$ cat src/rtl/display_pkg.sv
// ------------------------------------------------------------------
// display_pkg: shared constants, FSM encoding and helpers for the scan driver
// Rev 1.0
// ------------------------------------------------------------------
`default_nettype none

package display_pkg;

  localparam int         NUM_DIGITS_DEFAULT = 4;
  localparam logic [3:0] BLANK_CODE         = 4'hF;

  typedef enum logic [1:0] {
    IDLE    = 2'd0,
    CONVERT = 2'd1,
    COMMIT  = 2'd2
  } state_e;

  // Largest value that fits in the given number of decimal digits.
  function automatic int max_display(input int digits);
    int m;
    m = 1;
    for (int i = 0; i < digits; i++) m = m * 10;
    return m - 1;
  endfunction

endpackage

`default_nettype wire

$ cat src/rtl/bin2bcd_seq.sv
// ------------------------------------------------------------------
// bin2bcd_seq: sequential shift-add-3 binary to BCD converter, one bit per cycle
// Rev 1.0
// ------------------------------------------------------------------
`default_nettype none

module bin2bcd_seq
  import display_pkg::*;
#(
  parameter int NUM_DIGITS = NUM_DIGITS_DEFAULT,
  parameter int BIN_W      = 14
) (
  input  logic                    clk,
  input  logic                    rst_n,
  input  logic                    start_i,
  input  logic [BIN_W-1:0]        bin_i,
  output logic                    done_o,
  output logic [4*NUM_DIGITS-1:0] bcd_o,
  output logic                    ovf_o
);

  localparam int               BCD_W     = 4 * NUM_DIGITS;
  localparam int               CNT_W     = $clog2(BIN_W + 1);
  localparam logic [BIN_W-1:0] MAX_BIN   = BIN_W'(max_display(NUM_DIGITS));
  localparam logic [CNT_W-1:0] LAST_ITER = CNT_W'(BIN_W - 1);

  logic [BIN_W-1:0] shift_q;
  logic [BCD_W-1:0] acc_q;
  logic [BCD_W-1:0] adj_d;
  logic [CNT_W-1:0] iter_q;
  logic             active_q;
  logic             ovf_q;

  for (genvar g = 0; g < NUM_DIGITS; g++) begin : g_adj
    assign adj_d[4*g +: 4] = (acc_q[4*g +: 4] >= 4'd5) ? acc_q[4*g +: 4] + 4'd3
                                                        : acc_q[4*g +: 4];
  end

  // High during the final iteration, so the result is settled the cycle after.
  assign done_o = active_q && (iter_q == LAST_ITER);
  assign bcd_o  = acc_q;
  assign ovf_o  = ovf_q;

  always_ff @(posedge clk or negedge rst_n) begin
    if (!rst_n) begin
      shift_q  <= '0;
      acc_q    <= '0;
      iter_q   <= '0;
      active_q <= 1'b0;
      ovf_q    <= 1'b0;
    end else if (start_i) begin
      shift_q  <= bin_i;
      acc_q    <= '0;
      iter_q   <= '0;
      active_q <= 1'b1;
      ovf_q    <= (bin_i > MAX_BIN);
    end else if (active_q) begin
      acc_q   <= {adj_d[BCD_W-2:0], shift_q[BIN_W-1]};
      shift_q <= {shift_q[BIN_W-2:0], 1'b0};
      iter_q  <= iter_q + 1'b1;
      ovf_q   <= ovf_q | adj_d[BCD_W-1];
      if (done_o) active_q <= 1'b0;
    end
  end

endmodule

`default_nettype wire

$ cat src/rtl/display_scan_driver.sv
// ------------------------------------------------------------------
// display_scan_driver: load/convert FSM, display register and multiplexed digit scan
// Rev 1.0
// ------------------------------------------------------------------
`default_nettype none

module display_scan_driver
  import display_pkg::*;
#(
  parameter int NUM_DIGITS = NUM_DIGITS_DEFAULT,
  parameter int BIN_W      = 14,
  parameter int SCAN_DIV   = 50000
) (
  input  logic                  clk,
  input  logic                  rst_n,
  input  logic [BIN_W-1:0]      bin_value,
  input  logic                  load,
  output logic                  busy,
  output logic                  ovf,
  output logic [3:0]            bcd,
  output logic [NUM_DIGITS-1:0] an
);

  localparam int                    BCD_W      = 4 * NUM_DIGITS;
  localparam int                    IDX_W      = (NUM_DIGITS > 1) ? $clog2(NUM_DIGITS) : 1;
  localparam int                    PRESC_W    = (SCAN_DIV > 1) ? $clog2(SCAN_DIV) : 1;
  localparam logic [PRESC_W-1:0]    PRESC_LAST = PRESC_W'(SCAN_DIV - 1);
  localparam logic [IDX_W-1:0]      IDX_LAST   = IDX_W'(NUM_DIGITS - 1);
  localparam logic [NUM_DIGITS-1:0] AN_RESET   = ~NUM_DIGITS'(1);

  state_e                  state_q;
  logic                    busy_q;
  logic                    ovf_q;
  logic [BCD_W-1:0]        disp_q;
  logic [PRESC_W-1:0]      presc_q;
  logic [IDX_W-1:0]        idx_q;
  logic [NUM_DIGITS-1:0]   an_q;
  logic [3:0]              bcd_q;

  logic                    conv_start;
  logic                    eng_done;
  logic                    eng_ovf;
  logic [BCD_W-1:0]        eng_bcd;
  logic                    tick;
  logic                    zero_above;
  logic [NUM_DIGITS-1:0]   blank_d;
  logic [NUM_DIGITS-1:0]   an_d;
  logic [3:0]              bcd_d;

  assign conv_start = (state_q == IDLE) && load;

  bin2bcd_seq #(
    .NUM_DIGITS (NUM_DIGITS),
    .BIN_W      (BIN_W)
  ) u_bin2bcd (
    .clk     (clk),
    .rst_n   (rst_n),
    .start_i (conv_start),
    .bin_i   (bin_value),
    .done_o  (eng_done),
    .bcd_o   (eng_bcd),
    .ovf_o   (eng_ovf)
  );

  always_ff @(posedge clk or negedge rst_n) begin
    if (!rst_n) begin
      state_q <= IDLE;
      busy_q  <= 1'b0;
      ovf_q   <= 1'b0;
      disp_q  <= '0;
    end else begin
      case (state_q)
        IDLE: if (load) begin
          state_q <= CONVERT;
          busy_q  <= 1'b1;
        end
        CONVERT: if (eng_done) state_q <= COMMIT;
        COMMIT: begin
          ovf_q   <= eng_ovf;
          disp_q  <= eng_ovf ? {NUM_DIGITS{BLANK_CODE}} : eng_bcd;
          busy_q  <= 1'b0;
          state_q <= IDLE;
        end
        default: state_q <= IDLE;
      endcase
    end
  end

  // A digit is blanked when it and everything above it is zero; digit 0 never is.
  always_comb begin
    zero_above = 1'b1;
    blank_d    = '0;
    for (int i = NUM_DIGITS - 1; i >= 0; i--) begin
      zero_above = zero_above && (disp_q[4*i +: 4] == 4'd0);
      blank_d[i] = zero_above && (i != 0);
    end
  end

  always_comb begin
    an_d  = '1;
    bcd_d = 4'h0;
    for (int i = 0; i < NUM_DIGITS; i++) begin
      if (idx_q == i[IDX_W-1:0]) begin
        an_d[i] = 1'b0;
        bcd_d   = blank_d[i] ? BLANK_CODE : disp_q[4*i +: 4];
      end
    end
  end

  assign tick = (presc_q == PRESC_LAST);

  always_ff @(posedge clk or negedge rst_n) begin
    if (!rst_n) begin
      presc_q <= '0;
      idx_q   <= '0;
      an_q    <= AN_RESET;
      bcd_q   <= 4'h0;
    end else begin
      presc_q <= tick ? '0 : presc_q + 1'b1;
      if (tick) idx_q <= (idx_q == IDX_LAST) ? '0 : idx_q + 1'b1;
      an_q    <= an_d;
      bcd_q   <= bcd_d;
    end
  end

  assign busy = busy_q;
  assign ovf  = ovf_q;
  assign bcd  = bcd_q;
  assign an   = an_q;

endmodule

`default_nettype wire
$ cat config.mk
export PLATFORM = sky130hd
export DESIGN_NAME = display_scan_driver
export DESIGN_NICKNAME = d
export VERILOG_FILES = /design/src/rtl/display_pkg.sv /design/src/rtl/bin2bcd_seq.sv /design/src/rtl/display_scan_driver.sv
export SDC_FILE = /design/constraint.sdc
export NUM_CORES = 1
export LEC_CHECK = 0
export ABC_AREA = 1
export BUFFER_PORTS_ARGS = -buffer_cell sky130_fd_sc_hd__buf_2
export CORE_UTILIZATION = 35
export CTS_CLUSTER_DIAMETER = 30
export DETAILED_ROUTE_END_ITERATION = 10
export PLACE_DENSITY = 0.51
export SLEW_MARGIN = 20
export SYNTH_ARGS = -nofsm -noshare
export SYNTH_HDL_FRONTEND = slang
export SYNTH_SLANG_ARGS = --single-unit
$ cat constraint.sdc
create_clock -name clk -period 1.8 [get_ports clk]
set_clock_uncertainty 0.15 [all_clocks]
set_input_delay 0.09 -clock clk [delete_from_list [all_inputs] [get_ports clk]]
set_output_delay 0.09 -clock clk [all_outputs]
set_load 0.005 [all_outputs]
==> metrics.csv, run 1 <==
metric,value,unit
pre_cts_ws,0.1256,ns
yosysUniqueCellTypes,35,
r2r-start,u_bin2bcd.bcd_o[8],
synth_area_per_cell,8.579,µm²
placed_cells,647,
antenna_found_initial,0,
ir_drop,0.0007076,V
yosysWarningCount,0,
cp_num_buf_inv,3,
io_pins,27,
critPathMaxStageDelay,0.55,ns
period_share,93.35,%
gp_congestion,0.7896,
yosysMostFrequentCell,nand2_1,
gr-total-overflow,0,
synth_edf_count,0,
rsz0062_at_grt,no,
power.density,1412,nW/µm²
cap_violations,0,
initial_utilization,36.06,%
n_antenna_cell,0,
synth_nets,512,
clock_sinks,82,
startpoint_type,primary input,
coreArea,11420,µm²
postSynthCellCount,480,
hpwl,5917,µm
cts_root_buf,clkbuf_16,
hold_path.class,in -> async,
synthFlopType,dfrtp_1,
io_buffer_count,26,
r2r_cells,7,
final_net_count,564,
fmax,595.1,MHz
synth_area_leaders,"dfrtp_1 (48%), nand2_1 (8.8%), inv_1 (6.4%)",
synth_area,4118,µm²
cts_tree,yes,
p_leak,2.472,nW
postRouteWirelength,8447,µm
wl_per_cell,12.42,µm
async_flop_share,100.0,%
crit_path_cell_trace,dlygate4sd3_1 -> buf_2 -> nor2_1 -> nand2_1 -> nand4_1 -> nand3_1 -> dlygate4sd3_1 -> nand3_1 -> nand2_1,
netlist.area_leader.share,48.01,%
ys_seq_area_share,49.92,%
drt.antenna.violating_nets,0,
drive_above_1_share,15.83,%
dr.pass1.iters,4,
path_clk_slew,0.06,ns
syn_to_final_growth,19.42,%
synth_common_cells,"nand2_1 (96), dfrtp_1 (79), inv_1 (70)",
grt_max_degree,59,
drt_iter0_markers,129,
worstSetupPathType,in -> reg,
fin_ws,0.1197,ns
clk_latency,0.34,ns
drc,0,
vias_per_cell,4.741,
slew_violations,0,
grt_pass1_wl,14570,µm
outcome,finished clean,
synth_top_area_cell,dfrtp_1,
htree_levels,3,
maxSlewHeadroom,77.51,%
die_area,12200,µm²
vias,3224,
die_w,110.5,µm
worstPathRequired,1.88,ns
ys_seq_elements,82,
worst_pin_slew,0.3374,ns
timing.critical_path.max_delay_family,buffers and inverters,
path_max_fanout,2,
cp_data_arrival_time,1.76,ns
end_kind,flip-flop,
chipHeight,110.5,µm
critPathSlowestCell,dlygate4sd3_1,
grt_pass1_vias,3086,
track_usage,14.95,%
rows,39,
finalHoldViolations,0,
clockBufferDepth,2,
setup_viol,0,
cts_buffers,9,
fin_cells,680,
rrSetupSlack,0.14,ns
finalSetupTns,0,ns
reg2reg_to,u_bin2bcd.bcd_o[10],
fin_crit,1.680,ns
cell type report:
cell class	count	area, µm²
Fill cell	1139	6501
Timing Repair Buffer	53	400.4
Multi-Input combinational cell	311	1699
Tap cell	143	178.9
Inverter	75	282.8
Clock inverter	3	40.04
Clock buffer	13	260.3
Sequential cell	82	2056
what timing repair did:
action | CTS | global route
endpoints found under the setup margin | 0 | 4
gates resized for setup | 0 | 3
hold endpoints to repair | 97 | 0
setup buffers | 0 | 1
hold buffers | 16 | 0
report_power, final:
group / switching, mW / internal, mW
Sequential: 0.337 / 2.38
Clock: 0.708 / 1.15
Combinational: 1.40 / 0.964
worst max-delay path by stage:
stage	endpoint	startpoint	cells past startpoint	slack, ns
CTS	u_bin2bcd.bcd_o[13]	u_bin2bcd.bcd_o[13]	10	0.12
finish	u_bin2bcd.ovf_o	bin_value[5]	9	0.12
detailed placement	u_bin2bcd.bcd_o[13]	u_bin2bcd.bcd_o[13]	10	0.13
floorplan	u_bin2bcd.bcd_o[13]	u_bin2bcd.bcd_o[12]	10	0.22
global placement	u_bin2bcd.bcd_o[6]	u_bin2bcd.bcd_o[4]	7	0.15
global route	u_bin2bcd.bcd_o[13]	u_bin2bcd.bcd_o[12]	10	0.01
layout by cell type (no fill, tap or decap), types with 6 or more instances in the layout:
cell type,count
inv_1,68
nand3_1,18
o22ai_2,8
buf_2,25
nand2_1,95
clkbuf_16,9
inv_2,6
buf_4,10
xor2_1,12
ha_1,15
o21ai_0,30
o221ai_1,7
nor2_1,55
dlygate4sd3_1,16
a21oi_1,32
dfrtp_1,79
logic make-up (layout without fill, tap and decap cells):
logic type                 count (synthesis)  after routing  share of synthesized area [%]
and+or+nand+nor                          195            195                          20.45
xor gates and xnor gates                  12             12                          2.552
buffers and inverters                     87            144                          8.872
adders and majority gates                 15             15                          4.558
DFF                                       82             82                          49.92
AOI/OAI and AO/OA                         89             89                          13.64
metrics by stage:
| step | hold WS, ns | area [µm²] | total power [mW] | util (%) |
|---|---|---|---|---|
| 4_1_cts | 0.04024 | 4907 | 7.012 | 42.98 |
| 2_1_floorplan | -0.3556 | 4118 | 4.463 | - |
| 3_5_place_dp | -0.1273 | 4447 | 5.088 | 38.94 |
| 5_1_grt | 0.05310 | 4917 | 7.520 | 43.06 |
| 6_report | 0.05097 | 4917 | 6.942 | 43.06 |
| 3_3_place_gp | -0.1268 | 4447 | 5.037 | 38.94 |
flip-flops by register name, summed over array words and instances, names as in the netlist:
name,cells
u_bin2bcd.ovf_o,1
bcd,4
ovf,1
u_bin2bcd.iter_q,4
u_bin2bcd.bcd_o,16
idx_q,2
busy,1
an,4
presc_q,16
u_bin2bcd.active_q,1
state_q,2
u_bin2bcd.shift_q,14
disp_q,16
routing by layer:
metal | vias to the layer above | track usage, % | routed length [µm]
met3 | 4 | 5.104 | 334
li1 | 1650 | - | -
met5 | - | 0 | 0
met4 | 0 | 4.267 | 56
met2 | 50 | 22.65 | 3798
met1 | 1520 | 20.23 | 4258
(Power assumes the default switching activity.)
==> inputs of run 2 (changes only) <==
--- a/config.mk
+++ b/config.mk
@@ -5,7 +5,7 @@
 export SDC_FILE = /design/constraint.sdc
 export NUM_CORES = 1
 export LEC_CHECK = 0
-export ABC_AREA = 1
+export ABC_AREA = 0
 export BUFFER_PORTS_ARGS = -buffer_cell sky130_fd_sc_hd__buf_2
 export CORE_UTILIZATION = 35
 export CTS_CLUSTER_DIAMETER = 30
==> metrics.csv, run 2 <==
metric,value,unit
outcome,finished clean,
worst_pin_slew,0.6563,ns
synth_area_leaders,"dfrtp_1 (50%), o21ai_0 (5.7%), nand2_1 (4.8%)",
power.density,1429,nW/µm²
postSynthCellCount,406,
async_flop_share,100.0,%
finalSetupTns,0,ns
rows,38,
slew_violations,0,
track_usage,15.19,%
met3RoutedLength,239,µm
power,6.908,mW
placed_cells,569,
rsz0062_at_grt,yes,
gr-total-overflow,0,
gp_congestion,0.7966,
cp_num_buf_inv,0,
cts_root_buf,clkbuf_16,
synth_area,3956,µm²
postRouteWirelength,7984,µm
worstPathRequired,1.91,ns
drt.antenna.violating_nets,0,
die_area,11730,µm²
wirelength_met1,3938,µm
timing.critical_path.max_delay_family,simple AND/OR/NAND/NOR gates,
fin_util,44.22,%
path_clk_slew,0.06,ns
met2_length,3692,µm
worstSetupPathType,reg -> reg,
p_leak,2.278,nW
chipHeight,108.3,µm
crit_path_cell_trace,nor4_2 -> nand3_2 -> or4_4 -> a21oi_2,
initial_utilization,36.18,%
drt_iter0_markers,133,
path_max_fanout,4,
grt_pass1_wl,14000,µm
cts_tree,yes,
ys_seq_area_share,51.96,%
synth_common_cells,"dfrtp_1 (79), nand2_1 (51), o21ai_0 (45)",
final_net_count,488,
finalHoldWorstSlack,0.04496,ns
finalHoldViolations,0,
drc,0,
n_antenna_cell,0,
clk_latency,0.33,ns
synth_nets,438,
critPathSlowestCell,or4_4,
period_share,94.78,%
drive_above_1_share,16.49,%
io_pins,27,
fin_crit,1.706,ns
grt_max_degree,38,
yosysMostFrequentCell,dfrtp_1,
end_kind,flip-flop,
hold_path.class,in -> reg,
vias_per_cell,4.932,
setup_viol,0,
startpoint_type,flip-flop,
cts_buffers,9,
ir_drop,0.0009216,V
io_buffer_count,26,
synth_top_area_cell,dfrtp_1,
hpwl,5480,µm
cap_violations,0,
fin_cells,601,
wl_per_cell,13.28,µm
post_dp_cell_area,4333,µm²
coreArea,10940,µm²
netlist.area_leader.share,49.97,%
synth_area_per_cell,9.745,µm²
most-common-layout-cells,"dfrtp_1 (78), nand2_1 (51), o21ai_0 (45), nor2_1 (40), buf_2 (25)",
syn_to_final_growth,22.23,%
maxSlewHeadroom,56.25,%
synthFlopType,dfrtp_1,
grt_pass1_vias,2999,
layout_commonest_cell,dfrtp_1,
yosysWarningCount,0,
ys_seq_elements,82,
top_layer,met4,
fin_ws,0.09388,ns
clockBufferDepth,2,
yosysUniqueCellTypes,37,
pre_cts_ws,0.06803,ns
cp_data_arrival_time,1.81,ns
htree_levels,3,
fmax,586.1,MHz
stdcell_area,4836,µm²
critPathMaxStageDelay,0.43,ns
vias,2964,
dr.pass1.iters,4,
antenna_found_initial,0,
synth_edf_count,0,
clock_sinks,82,
die_w,108.3,µm
[run 2: changes by cell type after synthesis, sizes merged, moves of 13 or more]
cell	before	now
a21oi	33	16
clkbuf	3	16
inv	74	16
mux2i	0	16
nand2	98	51
nor2	59	41
o21ai	30	45
[run 2: repair_timing]
item / 4_1_cts / 5_1_grt
pin swaps: 0 / 3
hold buffers: 15 / 0
endpoints found under the setup margin: 1 / 8
setup buffers: 0 / 1
endpoints found under the hold margin: 95 / 0
cloned: 0 / 0
resized for setup: 1 / 10
[run 2: cells by family (layout without fill, tap and decap cells)]
logic type	Yosys count	in the layout	synth area share [%]
xor+xnor	18	18	3.985
compound gates	91	91	13.25
simple gates	146	146	17.90
buf+inv	36	91	3.542
flops	82	82	51.96
fa+ha+maj	15	15	4.744
mux	18	18	4.617
[run 2: cell type report]
| type | instances | area, µm² |
|---|---|---|
| Multi-Input combinational cell | 288 | 1815 |
| Clock inverter | 4 | 51.30 |
| Tap cell | 140 | 175.2 |
| Fill cell | 1073 | 6100 |
| Sequential cell | 82 | 2057 |
| Timing Repair Buffer | 59 | 430.4 |
| Inverter | 16 | 60.06 |
| Clock buffer | 12 | 246.5 |
[run 2: worst register-to-register path, delay by kind of cell, from the launching register on]
family             cells  cell delay, ns
and+or+nand+nor        3            0.92
AOI/OAI and AO/OA      1            0.16
DFF                    1            0.40
[run 2: final timing paths]
| path | startpoint | to | slack [ns] | cells past startpoint |
|---|---|---|---|---|
| worst max-delay path | disp_q[8] | bcd[0] | 0.09 | 4 |
| worst min-delay path | load | state_q[0] | 0.04 | 4 |
| worst max register to register | disp_q[8] | bcd[0] | 0.09 | 4 |
| worst min register to register | presc_q[15] | presc_q[15] | 0.32 | 1 |
| max in group asynchronous | rst_n | an[2] | 0.90 | 3 |
| min in group asynchronous | rst_n | an[0] | 0.06 | 2 |
[run 2: metal layers]
layer	GRT usage (%)	up-vias
li1	-	1506
met1	20.50	1390
met2	23.52	56
met3	3.978	12
met4	5.309	0
met5	0	-
[run 2: where the power goes]
part	switching [mW]	internal, mW
sequential	0.484	2.35
combinational	1.15	1.10
clock	0.700	1.11
total	2.34	4.57
==> inputs of run 3 (changes only) <==
--- a/config.mk
+++ b/config.mk
@@ -6,11 +6,11 @@
 export NUM_CORES = 1
 export LEC_CHECK = 0
 export ABC_AREA = 0
-export BUFFER_PORTS_ARGS = -buffer_cell sky130_fd_sc_hd__buf_2
 export CORE_UTILIZATION = 35
 export CTS_CLUSTER_DIAMETER = 30
 export DETAILED_ROUTE_END_ITERATION = 10
-export PLACE_DENSITY = 0.51
+export DONT_BUFFER_PORTS = 1
+export PLACE_DENSITY = 0.49
 export SLEW_MARGIN = 20
 export SYNTH_ARGS = -nofsm -noshare
 export SYNTH_HDL_FRONTEND = slang
==> metrics.csv, run 3 (synthesis results as in run 2) <==
metric,value,unit
outcome,"finished, violations left",
violations,hold timing,
grt_pass1_vias,2825,
placed_cells,537,
postRouteWirelength,7681,µm
coreArea,10940,µm²
grt_max_degree,83,
r2r-start,disp_q[8],
vias_per_cell,4.972,
switching_share,35.01,%
period_share,94.13,%
seq_area,2057,µm²
power.density,1446,nW/µm²
chipHeight,108.3,µm
drt.antenna.violating_nets,0,
cap_violations,0,
gp_congestion,0.7427,
reg2reg_to,bcd[1],
io_buffer_count,0,
grt_use_met3,4.039,%
hpwl,5197,µm
wl_per_cell,13.45,µm
io_pins,27,
pre_cts_ws,0.07068,ns
rsz0062_at_grt,yes,
p_leak,2.154,nW
cts_buffers,9,
track_usage,15.02,%
initial_utilization,36.18,%
htree_levels,3,
drive_above_1_share,10.90,%
power.internal,4.382,mW
grt_pass1_wl,13610,µm
worstSetupPathType,reg -> reg,
comb_power_share,31.3,%
clk_latency,0.34,ns
clkPwrFrac,25.3,%
worst_pin_slew,0.6070,ns
rrSetupSlack,0.11,ns
maxSlewHeadroom,59.53,%
startpoint_type,flip-flop,
layout_commonest_cell,dfrtp_1,
final_net_count,458,
finalHoldWorstSlack,-0.7084,ns
fin_util,42.65,%
syn_to_final_growth,17.90,%
drt_iter0_markers,137,
clockBufferDepth,2,
die_w,108.3,µm
worstPathRequired,1.91,ns
switching_power,2.361,mW
finalHoldViolations,82,
vias,2839,
ir_drop,0.0007438,V
dr.pass1.iters,4,
hold_path.class,in -> async,
slew_violations,0,
cts_tree,yes,
die_area,11730,µm²
path_max_fanout,4,
holdBufCountCts,15,
end_kind,flip-flop,
drc,0,
rows,38,
fmax,590.2,MHz
cts_root_buf,clkbuf_16,
multi_input_comb_area,1815,µm²
gr-total-overflow,0,
clock_sinks,82,
finalSetupTns,0,ns
fin_crit,1.694,ns
fillerInstances,1066,
r2r_cells,4,
seq_power_share,43.5,%
n_antenna_cell,0,
path_clk_slew,0.07,ns
grt_use_met2,23.16,%
fin_ws,0.1056,ns
fin_cells,571,
setup_viol,0,
antenna_found_initial,0,
top_usage_layer,met2,
use_met1,19.82,%
cp_data_arrival_time,1.81,ns
most-common-layout-cells,"dfrtp_1 (78), nand2_1 (51), o21ai_0 (45), nor2_1 (41)",
-- run 3: cell count changes in the layout (fill, tap and decap cells not counted), moves of 2 or more --
cell,change
clkbuf_1,-2
buf_4,-6
a21oi_2,+2
buf_2,-25
clkinv_2,+2
a21oi_1,-2
inv_6,+2
-- run 3: cell type report --
cell class / instances / share of cell area, %
clock buffers: 9 / 4.828
clock inverters: 7 / 1.100
inverters: 16 / 1.288
multi-input cells: 288 / 38.92
flip-flops and latches: 82 / 44.10
well taps: 140 / 3.755
repair buffers: 29 / 6.009
-- run 3: layer usage --
layer / part of all wire (%) / vias to the layer above
met5: 0 / -
met4: 1.8 / 0
met3: 3.2 / 14
met2: 45 / 44
met1: 50 / 1332
li1: - / 1449
-- run 3: power by group through the flow --
stage	combinational [mW]	clock, mW	sequential, mW
2_1_floorplan	1.69	0	2.72
3_3_place_gp	1.94	0	2.93
3_5_place_dp	1.99	0	2.94
4_1_cts	2.03	1.77	2.91
5_1_grt	2.44	1.84	3.03
6_report	2.11	1.70	2.93
-- run 3: stage by stage --
| step | power, mW | cell area [µm²] |
|---|---|---|
| CTS | 6.702 | 4594 |
| floorplan | 4.406 | 3956 |
| global route | 7.311 | 4664 |
| global placement | 4.871 | 4168 |
| detailed placement | 4.931 | 4168 |
| finish | 6.743 | 4664 |
-- run 3: critical path, cell delays in order, from the launching register on --
cell     delay (ns)
dfrtp_1        0.42
nor4_4         0.33
nand3_2        0.12
or4_1          0.43
a21oi_2        0.16
-- run 3: how the worst max path moves through the flow --
stage / start / to / slack, ns
5_1_grt: presc_q[7] / idx_q[0] / -0.008
4_1_cts: disp_q[12] / bcd[1] / 0.05
3_5_place_dp: disp_q[12] / bcd[1] / 0.07
3_3_place_gp: disp_q[12] / bcd[2] / 0.14
2_1_floorplan: presc_q[0] / presc_q[14] / 0.14
6_report: disp_q[8] / bcd[1] / 0.11
-- run 3: repair_timing --
| action | in CTS | in global routing |
|---|---|---|
| setup buffers | 0 | 3 |
| hold endpoints to repair | 99 | 82 |
| setup endpoints to repair | 0 | 10 |
| gates resized for setup | 0 | 11 |
